**config.mk**
```make
export PLATFORM = sky130hd
export DESIGN_NAME = display_scan_7seg
export DESIGN_NICKNAME = d
export VERILOG_FILES = /design/src/rtl/display_scan_7seg.sv
export SDC_FILE = /design/constraint.sdc
export NUM_CORES = 1
export LEC_CHECK = 0
export CORE_MARGIN = 5
export CORE_UTILIZATION = 57
export CTS_CLUSTER_DIAMETER = 40
export DETAILED_ROUTE_END_ITERATION = 12
export PLACE_DENSITY = 0.83
export SETUP_SLACK_MARGIN = 0.2
export SLEW_MARGIN = 20
export SYNTH_ARGS = -nofsm -noshare
export SYNTH_HDL_FRONTEND = slang
export SYNTH_SLANG_ARGS = --single-unit
```
**constraint.sdc**
```tcl
create_clock -name clk -period 5.4 [get_ports clk]
set_input_delay 1.62 -clock clk [delete_from_list [all_inputs] [get_ports clk]]
set_output_delay 1.62 -clock clk [all_outputs]
set_load 0.005 [all_outputs]
```
**src/rtl/display_scan_7seg.sv**
```systemverilog
// rtl/display_scan_7seg.sv - multiplexed 4-digit 7-segment clock display scanner
//
// Ports:
//   clk          master clock, all state on the rising edge
//   rst          asynchronous reset, active low
//   M0, M1, H0   minutes units/tens, hours units (BCD, 4'hF = blank)
//   H1           hours tens 0-2 (2'b11 = blank)
//   Dots         colon blink input, asynchronous to the scan
//   seg          registered segments {g,f,e,d,c,b,a}
//   dp           registered colon/decimal-point segment
//   an           registered digit enables, an[0]=M0 .. an[3]=H1
module display_scan_7seg #(
    parameter int SCAN_DIV    = 1000,
    parameter int BLANK_CYC   = 8,
    parameter int LZ_SUPPRESS = 1,
    parameter int SEG_ACT_LOW = 1,
    parameter int AN_ACT_LOW  = 1
) (
    input  logic       clk,
    input  logic       rst,
    input  logic [3:0] M0,
    input  logic [3:0] M1,
    input  logic [3:0] H0,
    input  logic [1:0] H1,
    input  logic       Dots,
    output logic [6:0] seg,
    output logic       dp,
    output logic [3:0] an
);

    localparam int PW = $clog2(SCAN_DIV);

    localparam logic [6:0] SEG_OFF = (SEG_ACT_LOW != 0) ? 7'h7F : 7'h00;
    localparam logic       DP_OFF  = (SEG_ACT_LOW != 0);
    localparam logic [3:0] AN_OFF  = (AN_ACT_LOW != 0) ? 4'hF : 4'h0;

    typedef enum logic {
        ST_BLANK,
        ST_SHOW
    } state_t;

    state_t        state, state_nxt;
    logic [PW-1:0] pcnt;
    logic [1:0]    idx;
    logic          slot_end;

    logic [3:0] sh_m0, sh_m1, sh_h0;
    logic [1:0] sh_h1;
    logic       sh_dots;
    logic       dots_s1, dots_s2;

    logic [3:0] digit;
    logic [6:0] seg_act;
    logic       dp_act;
    logic [3:0] an_act;

    assign slot_end = (pcnt == PW'(SCAN_DIV - 1));

    function automatic logic [6:0] dec7(input logic [3:0] v);
        case (v)
            4'd0:    dec7 = 7'h3F;
            4'd1:    dec7 = 7'h06;
            4'd2:    dec7 = 7'h5B;
            4'd3:    dec7 = 7'h4F;
            4'd4:    dec7 = 7'h66;
            4'd5:    dec7 = 7'h6D;
            4'd6:    dec7 = 7'h7D;
            4'd7:    dec7 = 7'h07;
            4'd8:    dec7 = 7'h7F;
            4'd9:    dec7 = 7'h6F;
            4'hF:    dec7 = 7'h00;
            default: dec7 = 7'h40;
        endcase
    endfunction

    // Prescaler and digit index
    always_ff @(posedge clk or negedge rst) begin
        if (!rst) begin
            pcnt <= '0;
            idx  <= 2'd0;
        end else if (slot_end) begin
            pcnt <= '0;
            idx  <= idx + 2'd1;
        end else begin
            pcnt <= pcnt + PW'(1);
        end
    end

    always_ff @(posedge clk or negedge rst) begin
        if (!rst) state <= ST_BLANK;
        else      state <= state_nxt;
    end

    // state always mirrors pcnt: BLANK while pcnt < BLANK_CYC
    always_comb begin
        state_nxt = state;
        if (slot_end)
            state_nxt = ST_BLANK;
        else if (state == ST_BLANK && pcnt == PW'(BLANK_CYC - 1))
            state_nxt = ST_SHOW;
    end

    // Colon synchronizer and frame shadows; shadows load only when a
    // full frame has been scanned so a frame never mixes old and new time.
    always_ff @(posedge clk or negedge rst) begin
        if (!rst) begin
            dots_s1 <= 1'b0;
            dots_s2 <= 1'b0;
            sh_m0   <= 4'hF;
            sh_m1   <= 4'hF;
            sh_h0   <= 4'hF;
            sh_h1   <= 2'b11;
            sh_dots <= 1'b0;
        end else begin
            dots_s1 <= Dots;
            dots_s2 <= dots_s1;
            if (slot_end && idx == 2'd3) begin
                sh_m0   <= M0;
                sh_m1   <= M1;
                sh_h0   <= H0;
                sh_h1   <= H1;
                sh_dots <= dots_s2;
            end
        end
    end

    always_comb begin
        digit   = 4'hF;
        seg_act = 7'h00;
        dp_act  = 1'b0;
        an_act  = 4'h0;
        case (idx)
            2'd0: digit = sh_m0;
            2'd1: digit = sh_m1;
            2'd2: digit = sh_h0;
            default: begin
                if (sh_h1 == 2'b11 || (LZ_SUPPRESS != 0 && sh_h1 == 2'b00))
                    digit = 4'hF;
                else
                    digit = {2'b00, sh_h1};
            end
        endcase
        if (state == ST_SHOW) begin
            an_act  = 4'b0001 << idx;
            seg_act = dec7(digit);
            dp_act  = (idx == 2'd2) && sh_dots;
        end
    end

    // Output registers; async reset forces the inactive levels immediately
    always_ff @(posedge clk or negedge rst) begin
        if (!rst) begin
            seg <= SEG_OFF;
            dp  <= DP_OFF;
            an  <= AN_OFF;
        end else begin
            seg <= (SEG_ACT_LOW != 0) ? ~seg_act : seg_act;
            dp  <= (SEG_ACT_LOW != 0) ? ~dp_act  : dp_act;
            an  <= (AN_ACT_LOW  != 0) ? ~an_act  : an_act;
        end
    end

endmodule

```
# Word level (Yosys, flattened, before mapping)
# Memory sizes are Yosys's and may differ from the RTL's.
# Index checks and enable logic that the tools add are counted.
[word_totals] out_inout_bits=12 in_bits=17 romBits=112 regBits=42 n_memories=1 word_cells=42
[op_classes] eq_ne=6 bitwise=4 n_shift=1 n_reduce_logical=7 n_addsub=2 n_mux=8
[memory_table] name="(no name shown)" words=16 width=7 rd=1 rd_ports_with_merged_regs=0 wr=0 line="60" text="case (v)"
[op_table] cell="one-hot mux 4 bit (3 select lines)" n=1
[op_table] cell="adder 10 x 1 -> 10 bit (second input constant)" n=1
[op_table] cell="equality test 10 bit (second input constant)" n=1
[op_table] cell="equality test 10 x 3 -> 1 bit (second input constant)" n=1
[op_table] cell="2-to-1 mux 10 bit" n=1
[op_table] cell="2-to-1 mux 4 bit" n=2
[op_table] cell="2-to-1 mux 7 bit" n=1
[op_table] cell="NOT 7 bit" n=1
[op_table] cell="equality test 2 bit (second input constant)" n=3
[op_table] cell="logical NOT 2 bit" n=2
[op_table] cell="NOT 4 bit" n=1
[op_table] cell="<< shifter 1 x 2 -> 4 bit (first input constant)" n=1
[op_table] cell="logical AND 1 bit" n=3
[op_table] cell="2-to-1 mux 1 bit" n=3
[op_table] cell="adder 2 x 1 -> 2 bit (second input constant)" n=1
[op_table] cell="equality test 2 x 1 -> 1 bit (second input constant)" n=1
[op_table] cell="NOT 1 bit" n=2
[op_table] cell="nonzero test 2 bit" n=1
[op_table] cell="logical OR 1 bit" n=1

# Depth between registers and ports, before layout
# Gate-level depths: netlist of the first run.
# An unclocked memory read counts as a cell.
[logic_depth] word_depth=7 ltp_mapped=9 mapped_depth_nobuf=9

# Worst setup path before layout of the first run
# Ideal clock, no wire load.
[synth_timing] kind="reg2out" from="register an[0]" to="output port an[0]" n_path_buf=0 required_ns=3.780 stages_incl_launch_ff=1 setup_slack_ns=3.279 arrival_time_ns=0.501 path_cell_list="dfstp_2"
[synth_rtl] item="start, declared" line="28" text="output logic [3:0] an"
[synth_rtl] item="start signal, assigned" line="159" text="an <= (AN_ACT_LOW != 0) ? ~an_act : an_act;"
# No word-level cell between the ends.

# Final worst setup path of the first run
[layout_timing] from="register seg[2]" to="output port seg[2]"
[layout_rtl] item="start, declared" line="26" text="output logic [6:0] seg,"
[layout_rtl] item="start signal, assigned" line="157" text="seg <= (SEG_ACT_LOW != 0) ? ~seg_act : seg_act;"
# No word-level cell between the ends.

==> summary.txt, run 1 <==
Clock network
  – Later-pin clock latency in the skew report: 0.35 ns
  – Num CTS Buffers: 5
  – CTS tree: done
  – CTS Root Cell: clkbuf_4
  – Buffers inserted by post-CTS timing repair: 0
  – # hold bufs at CTS: 0
  – Clk sinks: 42
  – CTS resizes: 0
  – Clock buffer depth: 2
  – H-tree levels: 2
  – Clock transition at path regs: 0.12 ns

Synth
  – Syn_area_per_cell: 12.32 µm²
  – Sequential area share after synthesis: 0.5498
  – Post-synth top flop: dfstp_2
  – Cell variety after synth: 35
  – Syn_nets: 190
  – Number of synthesized flops with an enable pin: 0
  – Synth top area share: 0.3467
  – Warning count from the yosys run: 0
  – Largest area contributor in the netlist: dfstp_2
  – Ys async rst share: 1.000
  – Area contributors post-synth: dfstp_2 (35%), dfrtp_1 (20%), mux2_2 (8.6%)
  – Mapped Area: 0.001971 mm²
  – Register bit total from synthesis: 42
  – Post-Syn Instances: 160

STA
  – Slew @ Worst Pin: 0.8768 ns
  – Max_slew headroom: 0.4154
  – Setup Skew: 0.01341 ns
  – Final count of hold timing violations: 0
  – Hold WS: 0.3629 ns
  – Slew Limit Fails: 0
  – Post-layout minimum cycle time: 3.003 ns
  – Fmax: 333.0 MHz
  – RSZ-0062 raised after global routing: false
  – Setup ws final: 2.397 ns
  – Fin crit share: 0.5562
  – Setup Viol. Count Final: 0
  – Setup TNS: 0 ns

Floorplanning
  – Floorplan Core Area: 0.003337 mm²
  – Ports: 29
  – Initial core utilization: 0.5906
  – Die X: 68.80 µm
  – Row count: 21
  – Chip height: 68.80 µm
  – Die ar.: 0.004733 mm²

Global route
  – Met3 Use GR: 0.04376
  – Total track usage: 0.1840
  – Met1 Use GR: 0.2086
  – Initial antenna violation count: 0
  – Gr busiest metal: met2
  – Largest net degree at the start of global routing: 43
  – Vias in the first global route: 1457
  – First-pass GRT wire length: 6320 µm
  – GR Util met2: 0.3218
  – Grt total ovfl: 0

Final layout
  – Design area: 0.002344 mm²
  – # diodes: 0
  – Filler cells: 258
  – Nets: 222
  – Synth-to-Final Area Change: 18.92%
  – Share of layout cells above drive strength 1: 0.2694

Worst setup path
  – Crit path capture type: primary output
  – CP Buf/Inv Count: 1
  – Worst Setup Start Kind: flip-flop
  – Critical path depth in cells: 1
  – CP Max Fanout: 1
  – Worst EP required: 3.78 ns
  – CP top delay family: flip-flops
  – Slowest cell on crit path: dfstp_2
  – FF-to-FF path depth: 8
  – Crit-path max cell delay: 0.54 ns
  – CP Cell Sequence: clkdlybuf4s50_1
  – Critical path class: reg2out
  – Worst EP arrival: 1.38 ns

Power
  – Comb pwr share: 0.093
  – Clock power frac: 0.292
  – Int Pwr: 0.4247 mW
  – Pwr/cell area: 234.1 mW/mm²
  – P_sw: 0.1240 mW
  – P_leak: 0.9957 nW
  – Worst IR drop on VDD: 0.0001810 V
  – Total power: 0.5486 mW
  – Switching share of power: 0.2260
  – Sequential Power Share: 0.615

Detailed routing
  – DR iter-0 viols: 96
  – Final wirelength: 3710 µm
  – DRC Markers: 0
  – Vias: 1376
  – Mean routed wirelength per cell: 15.52 µm
  – Via density: 5.757
  – DRT antenna net count: 0
  – DRT Pass-1 Iters: 4

Run status
  – Outcome: complete, no violations

Worst hold path
  – Worst Hold Class: reg2reg
  – Hold-critical path depth: 0

Placement
  – Detailed placement HPWL: 2781 µm
  – GP Congestion: 0.8963
  – Setup WS pre-CTS: 2.777 ns
  – Placed inst area: 0.002283 mm²
  – Port Buf Inserts: 28

Run
  – Max capacitance violation total: 0
## registers in the layout, indices dropped and copies added (netlist names)
register	count
dots_s2	1
pcnt	10
dp	1
idx	2
sh_m0	4
state	1
an	4
sh_m1	4
sh_h1	2
dots_s1	1
sh_h0	4
seg	7
sh_dots	1
## logic make-up after synthesis
kind of cell | synth area share
XOR/XNOR | 0.03111
AO/OA/AOI/OAI | 0.1003
flip-flops | 0.5498
adder cells (fa/ha/maj) | 0.08254
buffers and inverters | 0.02158
multiplexers | 0.1010
AND/OR/NAND/NOR | 0.1137
## placed cells by master (no fill, tap or decap), drive strengths merged, types with 5 or more instances in the layout
master / count
clkdlybuf4s50: 27
dfstp: 26
dfrtp: 16
mux2: 15
ha: 13
nand2: 12
nor2: 10
a21oi: 7
clkbuf: 7
inv: 6
o21ai: 5
## layer usage
layer	wire, µm	part of all wire
met5	0	0
met1	1553	0.42
met2	1867	0.50
met3	224	0.060
met4	64	0.017
## metrics by stage
step / utilization / cells
floorplan: - / 160
global placement: 0.6843 / 231
detailed placement: 0.6843 / 231
CTS: 0.7023 / 239
global route: 0.7023 / 239
finish: 0.7023 / 239
## cell type report
class,count,area [µm²],share of cell area
clock buffer,7,55.05,0.02349
clock inverter,1,5.005,0.002136
inverter,6,22.52,0.009610
multi-input combinational,109,844.6,0.3604
sequential,42,1084,0.4624
tap,46,57.56,0.02456
timing repair buffer,28,275.3,0.1175
## synthesized netlist by cell type (all sizes together), types with 5 or more instances
cell and n:
dfstp 26, nand2 12, nor2 10, inv 6, mux2 15, o21ai 5, dfrtp 16, a21oi 7
ha 13
## worst paths after layout
kind                            slack (ns)    start  endpoint
worst max-delay path                  2.40   seg[2]    seg[2]
worst min-delay path                  0.36  dots_s1   dots_s2
worst max register to register        2.89   idx[0]    seg[5]
worst min register to register        0.36  dots_s1   dots_s2
max in group asynchronous             3.48      rst   pcnt[2]
min in group asynchronous             1.38      rst    idx[1]
## power groups by stage
| stage | Sequential, mW | Clock (mW) | Combinational, mW |
|---|---|---|---|
| 2_1_floorplan | 0.342 | 0 | 0.0190 |
| 3_3_place_gp | 0.342 | 0 | 0.0477 |
| 3_5_place_dp | 0.343 | 0 | 0.0512 |
| 4_1_cts | 0.338 | 0.164 | 0.0514 |
| 5_1_grt | 0.339 | 0.176 | 0.0563 |
| 6_report | 0.338 | 0.160 | 0.0508 |
Note: power is estimated with default switching activity, not from simulation.
==> inputs of run 2 (changes only) <==
- CORE_UTILIZATION: 57 -> 53
- PLACE_DENSITY: 0.83 -> 0.78
- clock period: 5.4 -> 3.13 ns (I/O delays scaled with it)
==> run 2 against run 1 <==
Compared with the run above: worst hold slack worse by 0.011 ns; final cell count increased by 0.84%; wire length is 3.7% lower; count of clock-buffer cells in the layout increased by 1; largest cell class unchanged; die area up 6.4%; critical path type is now reg2reg; clock power up 100%; via count decreased by 2.8%; largest power group unchanged; highest routed layer unchanged.
==> summary.txt, run 2 (synthesis results as in run 1) <==
Final layout
  – Post-Layout Cell Count: 241
  – Nets: 222
  – # diodes: 0
  – Share of layout cells above drive strength 1: 0.2591
  – Biggest regs: pcnt (10), seg (7)
  – Max reg flops: 10
  – Biggest register: pcnt
  – Most frequent cells in the layout: clkdlybuf4s50_1 (27), dfstp_2 (26), dfrtp_1 (16)
  – Most common cell after layout, fill and taps aside: clkdlybuf4s50_1
  – Synth-to-Final Area Change: 20.06%

Floorplanning
  – Row count: 22
  – Ports: 29
  – Floorplan Core Area: 0.003633 mm²
  – Chip height: 70.98 µm
  – Die X: 70.98 µm
  – Die ar.: 0.005037 mm²
  – Initial core utilization: 0.5424

Clock network
  – Clk sinks: 42
  – H-tree levels: 2
  – # hold bufs at CTS: 0
  – Clock transition at path regs: 0.07 ns
  – Buffers inserted by post-CTS timing repair: 0
  – CTS Root Cell: clkbuf_8
  – CTS resizes: 0
  – Clock buffer depth: 2
  – Later-pin clock latency in the skew report: 0.29 ns
  – Num CTS Buffers: 5
  – CTS tree: done

Power
  – Comb pwr share: 0.087
  – Pwr/cell area: 420.2 mW/mm²
  – Worst IR drop on VDD: 0.0003693 V
  – P_sw: 0.2122 mW
  – P_leak: 0.9999 nW
  – Total power: 0.9941 mW
  – Clock power frac: 0.327
  – Switching share of power: 0.2134
  – Sequential Power Share: 0.587
  – Int Pwr: 0.7819 mW

Global route
  – Grt total ovfl: 0
  – Initial antenna violation count: 0
  – Vias in the first global route: 1372
  – Total track usage: 0.1578
  – Largest net degree at the start of global routing: 43
  – First-pass GRT wire length: 6306 µm

Detailed routing
  – DRT Pass-1 Iters: 4
  – DR iter-0 viols: 123
  – Via density: 5.552
  – DRC Markers: 0
  – Mean routed wirelength per cell: 14.83 µm
  – DRT antenna net count: 0
  – Vias: 1338
  – Final wirelength: 3573 µm

Placement
  – GP Congestion: 0.9368
  – Detailed placement HPWL: 2649 µm
  – Placed cell count: 233
  – Setup WS pre-CTS: 0.7785 ns
  – Port Buf Inserts: 28

Worst setup path
  – Crit path capture type: flip-flop
  – CP Buf/Inv Count: 2
  – CP Cell Sequence: inv_1 -> ha_1 -> a222oi_1 -> mux2i_1 -> inv_1 -> ha_1 -> and2_1 -> o311ai_0
  – CP Max Fanout: 6
  – CP top delay family: adder cells
  – Worst EP required: 3.30 ns
  – Worst EP arrival: 2.57 ns
  – Worst Setup Start Kind: flip-flop
  – Critical path class: reg2reg
  – Crit-path max cell delay: 0.42 ns
  – Slowest cell on crit path: dfrtp_1

Run status
  – Outcome: complete, no violations

STA
  – Setup TNS: 0 ns
  – Setup Viol. Count Final: 0
  – Fmax: 416.3 MHz
  – Final count of hold timing violations: 0
  – Slew Limit Fails: 0
  – Max_slew headroom: 0.4279
  – Setup ws final: 0.7281 ns
  – RSZ-0062 raised after global routing: false
  – Setup Skew: 0.006846 ns
  – Post-layout minimum cycle time: 2.402 ns
  – Slew @ Worst Pin: 0.8582 ns
  – Fin crit share: 0.7674

Worst hold path
  – Worst Hold Class: reg2reg

Run
  – Max capacitance violation total: 0
==> run 2: cell type report <==
class                   instances  area, µm²
clock buffers                   8      80.08
fillers                       289       1267
inverters                       6      22.52
multi-input cells             109      844.6
flip-flops and latches         42       1084
well taps                      48      60.06
repair buffers                 28      275.3
==> run 2: final timing paths <==
path	from	end	slack [ns]	depth (start not counted)
max	idx[0]	seg[5]	0.73	8
min	dots_s1	dots_s2	0.35	0
max reg2reg	idx[0]	seg[5]	0.73	8
min reg2reg	dots_s1	dots_s2	0.35	0
max in group asynchronous	rst	idx[0]	1.83	1
min in group asynchronous	rst	state	0.76	1
==> run 2: worst reg2reg max path: stages (launching register included) <==
cell and delay [ns]:
dfrtp_1 0.42, inv_1 0.13, ha_1 0.28, a222oi_1 0.14, mux2i_1 0.42, inv_1 0.18
ha_1 0.25, and2_1 0.14, o311ai_0 0.33
==> run 2: power by group through the flow <==
stage,sequential (mW),combinational [mW],clock [mW]
2_1_floorplan,0.590,0.0327,0
3_3_place_gp,0.592,0.0824,0
3_5_place_dp,0.592,0.0867,0
4_1_cts,0.583,0.0871,0.334
5_1_grt,0.585,0.0962,0.356
6_report,0.583,0.0860,0.325
==> run 2: through the flow <==
step / hold WS (ns) / utilization / area [µm²]
after global routing: 0.3585 / 0.6512 / 2366
after global placement: 0.3349 / 0.6291 / 2286
final: 0.3514 / 0.6512 / 2366
after detailed placement: 0.3441 / 0.6291 / 2286
after CTS: 0.3610 / 0.6512 / 2366
after floorplan: 0.3312 / - / 1971
==> run 2: layer usage <==
metal,vias up,wire (µm),global-route usage
met5,-,0,0
met4,0,68,0.07307
met2,32,1845,0.2616
met3,7,171,0.04119
li1,636,-,-
met1,663,1488,0.1918
==> inputs of run 3 (changes only) <==
- clock period: 3.13 -> 2.4 ns (I/O delays scaled with it)
==> run 3 against run 2 <==
Compared with the run above: sequential cell count did not move; count of clock-buffer cells in the layout is 1 lower; critical path depth rose by 1; register-to-register slack got worse by 0.51 ns; maximum frequency grew 10%; final cell count is 2.9% higher; non-clock buffer count is 7 higher.
==> summary.txt, run 3 (synthesis results as in run 1) <==
Clock network
  – CTS Root Cell: clkbuf_8
  – # hold bufs at CTS: 0
  – Later-pin clock latency in the skew report: 0.29 ns
  – Num CTS Buffers: 5
  – Clock transition at path regs: 0.08 ns
  – Clock buffer depth: 2
  – H-tree levels: 2
  – CTS tree: done
  – Clk sinks: 42

Final layout
  – Max reg flops: 10
  – Biggest regs: pcnt (10), seg (7)
  – Filler cells: 270
  – Most common cell after layout, fill and taps aside: clkdlybuf4s50_1
  – Design area: 0.002471 mm²
  – # diodes: 0
  – Reg area: 0.001086 mm²
  – Post-Layout Cell Count: 248
  – Nets: 229
  – Area of the multi-input gates: 883.3 µm²
  – Most frequent cells in the layout: clkdlybuf4s50_1 (27), dfstp_2 (26), mux2_2 (15)
  – Biggest register: pcnt
  – Share of layout cells above drive strength 1: 0.3500
  – Synth-to-Final Area Change: 25.40%

Run status
  – Outcome: complete, no violations

Global route
  – Grt total ovfl: 0
  – First-pass GRT wire length: 6451 µm
  – Largest net degree at the start of global routing: 43
  – Initial antenna violation count: 0
  – Vias in the first global route: 1441
  – Total track usage: 0.1624

Placement
  – Detailed placement HPWL: 2758 µm
  – Setup WS pre-CTS: 0.01991 ns
  – Placed cell count: 234
  – Port Buf Inserts: 28
  – GP Congestion: 0.9422
  – Placed inst area: 0.002293 mm²

Worst setup path
  – Critical path depth in cells: 9
  – CP most frequent cell: inv_2
  – CP Buf/Inv Count: 2
  – Worst EP arrival: 2.41 ns
  – FF-to-FF path depth: 9
  – Worst Setup Start Kind: flip-flop
  – Crit-path max cell delay: 0.45 ns
  – Crit path capture type: flip-flop
  – Slowest cell on crit path: dfrtp_2
  – CP Cell Sequence: inv_2 -> ha_2 -> a222oi_1 -> mux2i_2 -> inv_2 -> ha_1 -> a211oi_2 -> a211oi_1 -> o21ai_0
  – Worst EP required: 2.62 ns
  – CP top delay family: compound AO/OA/AOI/OAI gates
  – Critical path class: reg2reg
  – CP Max Fanout: 5

Floorplanning
  – Initial core utilization: 0.5424
  – Die ar.: 0.005037 mm²
  – Row count: 22
  – Die X: 70.98 µm
  – Floorplan Core Area: 0.003633 mm²
  – Chip height: 70.98 µm
  – Ports: 29

STA
  – Setup TNS: 0 ns
  – RSZ-0062 raised after global routing: false
  – Post-layout minimum cycle time: 2.184 ns
  – Setup ws final: 0.2164 ns
  – Setup Skew: 0.007571 ns
  – Fin crit share: 0.9098
  – Fmax: 458.0 MHz
  – Final count of hold timing violations: 0
  – Slew @ Worst Pin: 0.6011 ns
  – Max_slew headroom: 0.5992
  – Setup Viol. Count Final: 0
  – Slew Limit Fails: 0

Power
  – P_leak: 1.046 nW
  – Worst IR drop on VDD: 0.0004540 V
  – Pwr/cell area: 542.3 mW/mm²
  – Total power: 1.340 mW

Worst hold path
  – Hold-critical path depth: 0
  – Worst Hold Class: reg2reg

Detailed routing
  – Via density: 5.629
  – DRC Markers: 0
  – DRT antenna net count: 0
  – Final wirelength: 3965 µm
  – Vias: 1396
  – DR iter-0 viols: 163
  – DRT Pass-1 Iters: 4
  – Mean routed wirelength per cell: 15.99 µm

Run
  – Max capacitance violation total: 0
## run 3: worst reg2reg max path, cell delays in order (launching register included)
cell and delay (ns):
dfrtp_2 0.45, inv_2 0.12, ha_2 0.24, a222oi_1 0.11, mux2i_2 0.34, inv_2 0.10
ha_1 0.25, a211oi_2 0.26, a211oi_1 0.07, o21ai_0 0.18
## run 3: repair_timing
action	in CTS	in global routing
endpoints found under the setup margin	3	4
pin swaps	0	3
setup buffers	2	4
gates resized for setup	3	12
## run 3: final timing paths
kind / from / to / slack (ns)
worst max-delay path: idx[0] / seg[4] / 0.22
worst min-delay path: dots_s1 / dots_s2 / 0.35
worst max register to register: idx[0] / seg[4] / 0.22
worst min register to register: dots_s1 / dots_s2 / 0.35
max in group asynchronous: rst / idx[0] / 1.56
min in group asynchronous: rst / pcnt[9] / 0.48
## run 3: metrics by stage
| stage | utilization | hold slack, ns |
|---|---|---|
| 2_1_floorplan | - | 0.3312 |
| 3_3_place_gp | 0.6312 | 0.3350 |
| 3_5_place_dp | 0.6312 | 0.3442 |
| 4_1_cts | 0.6622 | 0.3559 |
| 5_1_grt | 0.6801 | 0.3732 |
| 6_report | 0.6801 | 0.3489 |
## run 3: cell type report
cell class	instances	area share
Clock inverter	1	0.002025
Clock buffer	7	0.03494
Sequential cell	42	0.4395
Timing Repair Buffer	35	0.1327
Inverter	6	0.009114
Multi-Input combinational cell	109	0.3575
Tap cell	48	0.02430
## run 3: per-layer routing
metal	part of all wire	vias up	global-route usage
met4	0.021	0	0.07724
li1	-	649	-
met2	0.53	35	0.2719
met1	0.40	699	0.1896
met5	0	-	0
met3	0.044	13	0.04972
## run 3: power by group
part           switching, mW  leakage, nW  internal (mW)
clock                  0.224       0.0482          0.232
combinational         0.0528        0.529         0.0704
sequential            0.0116        0.469          0.749
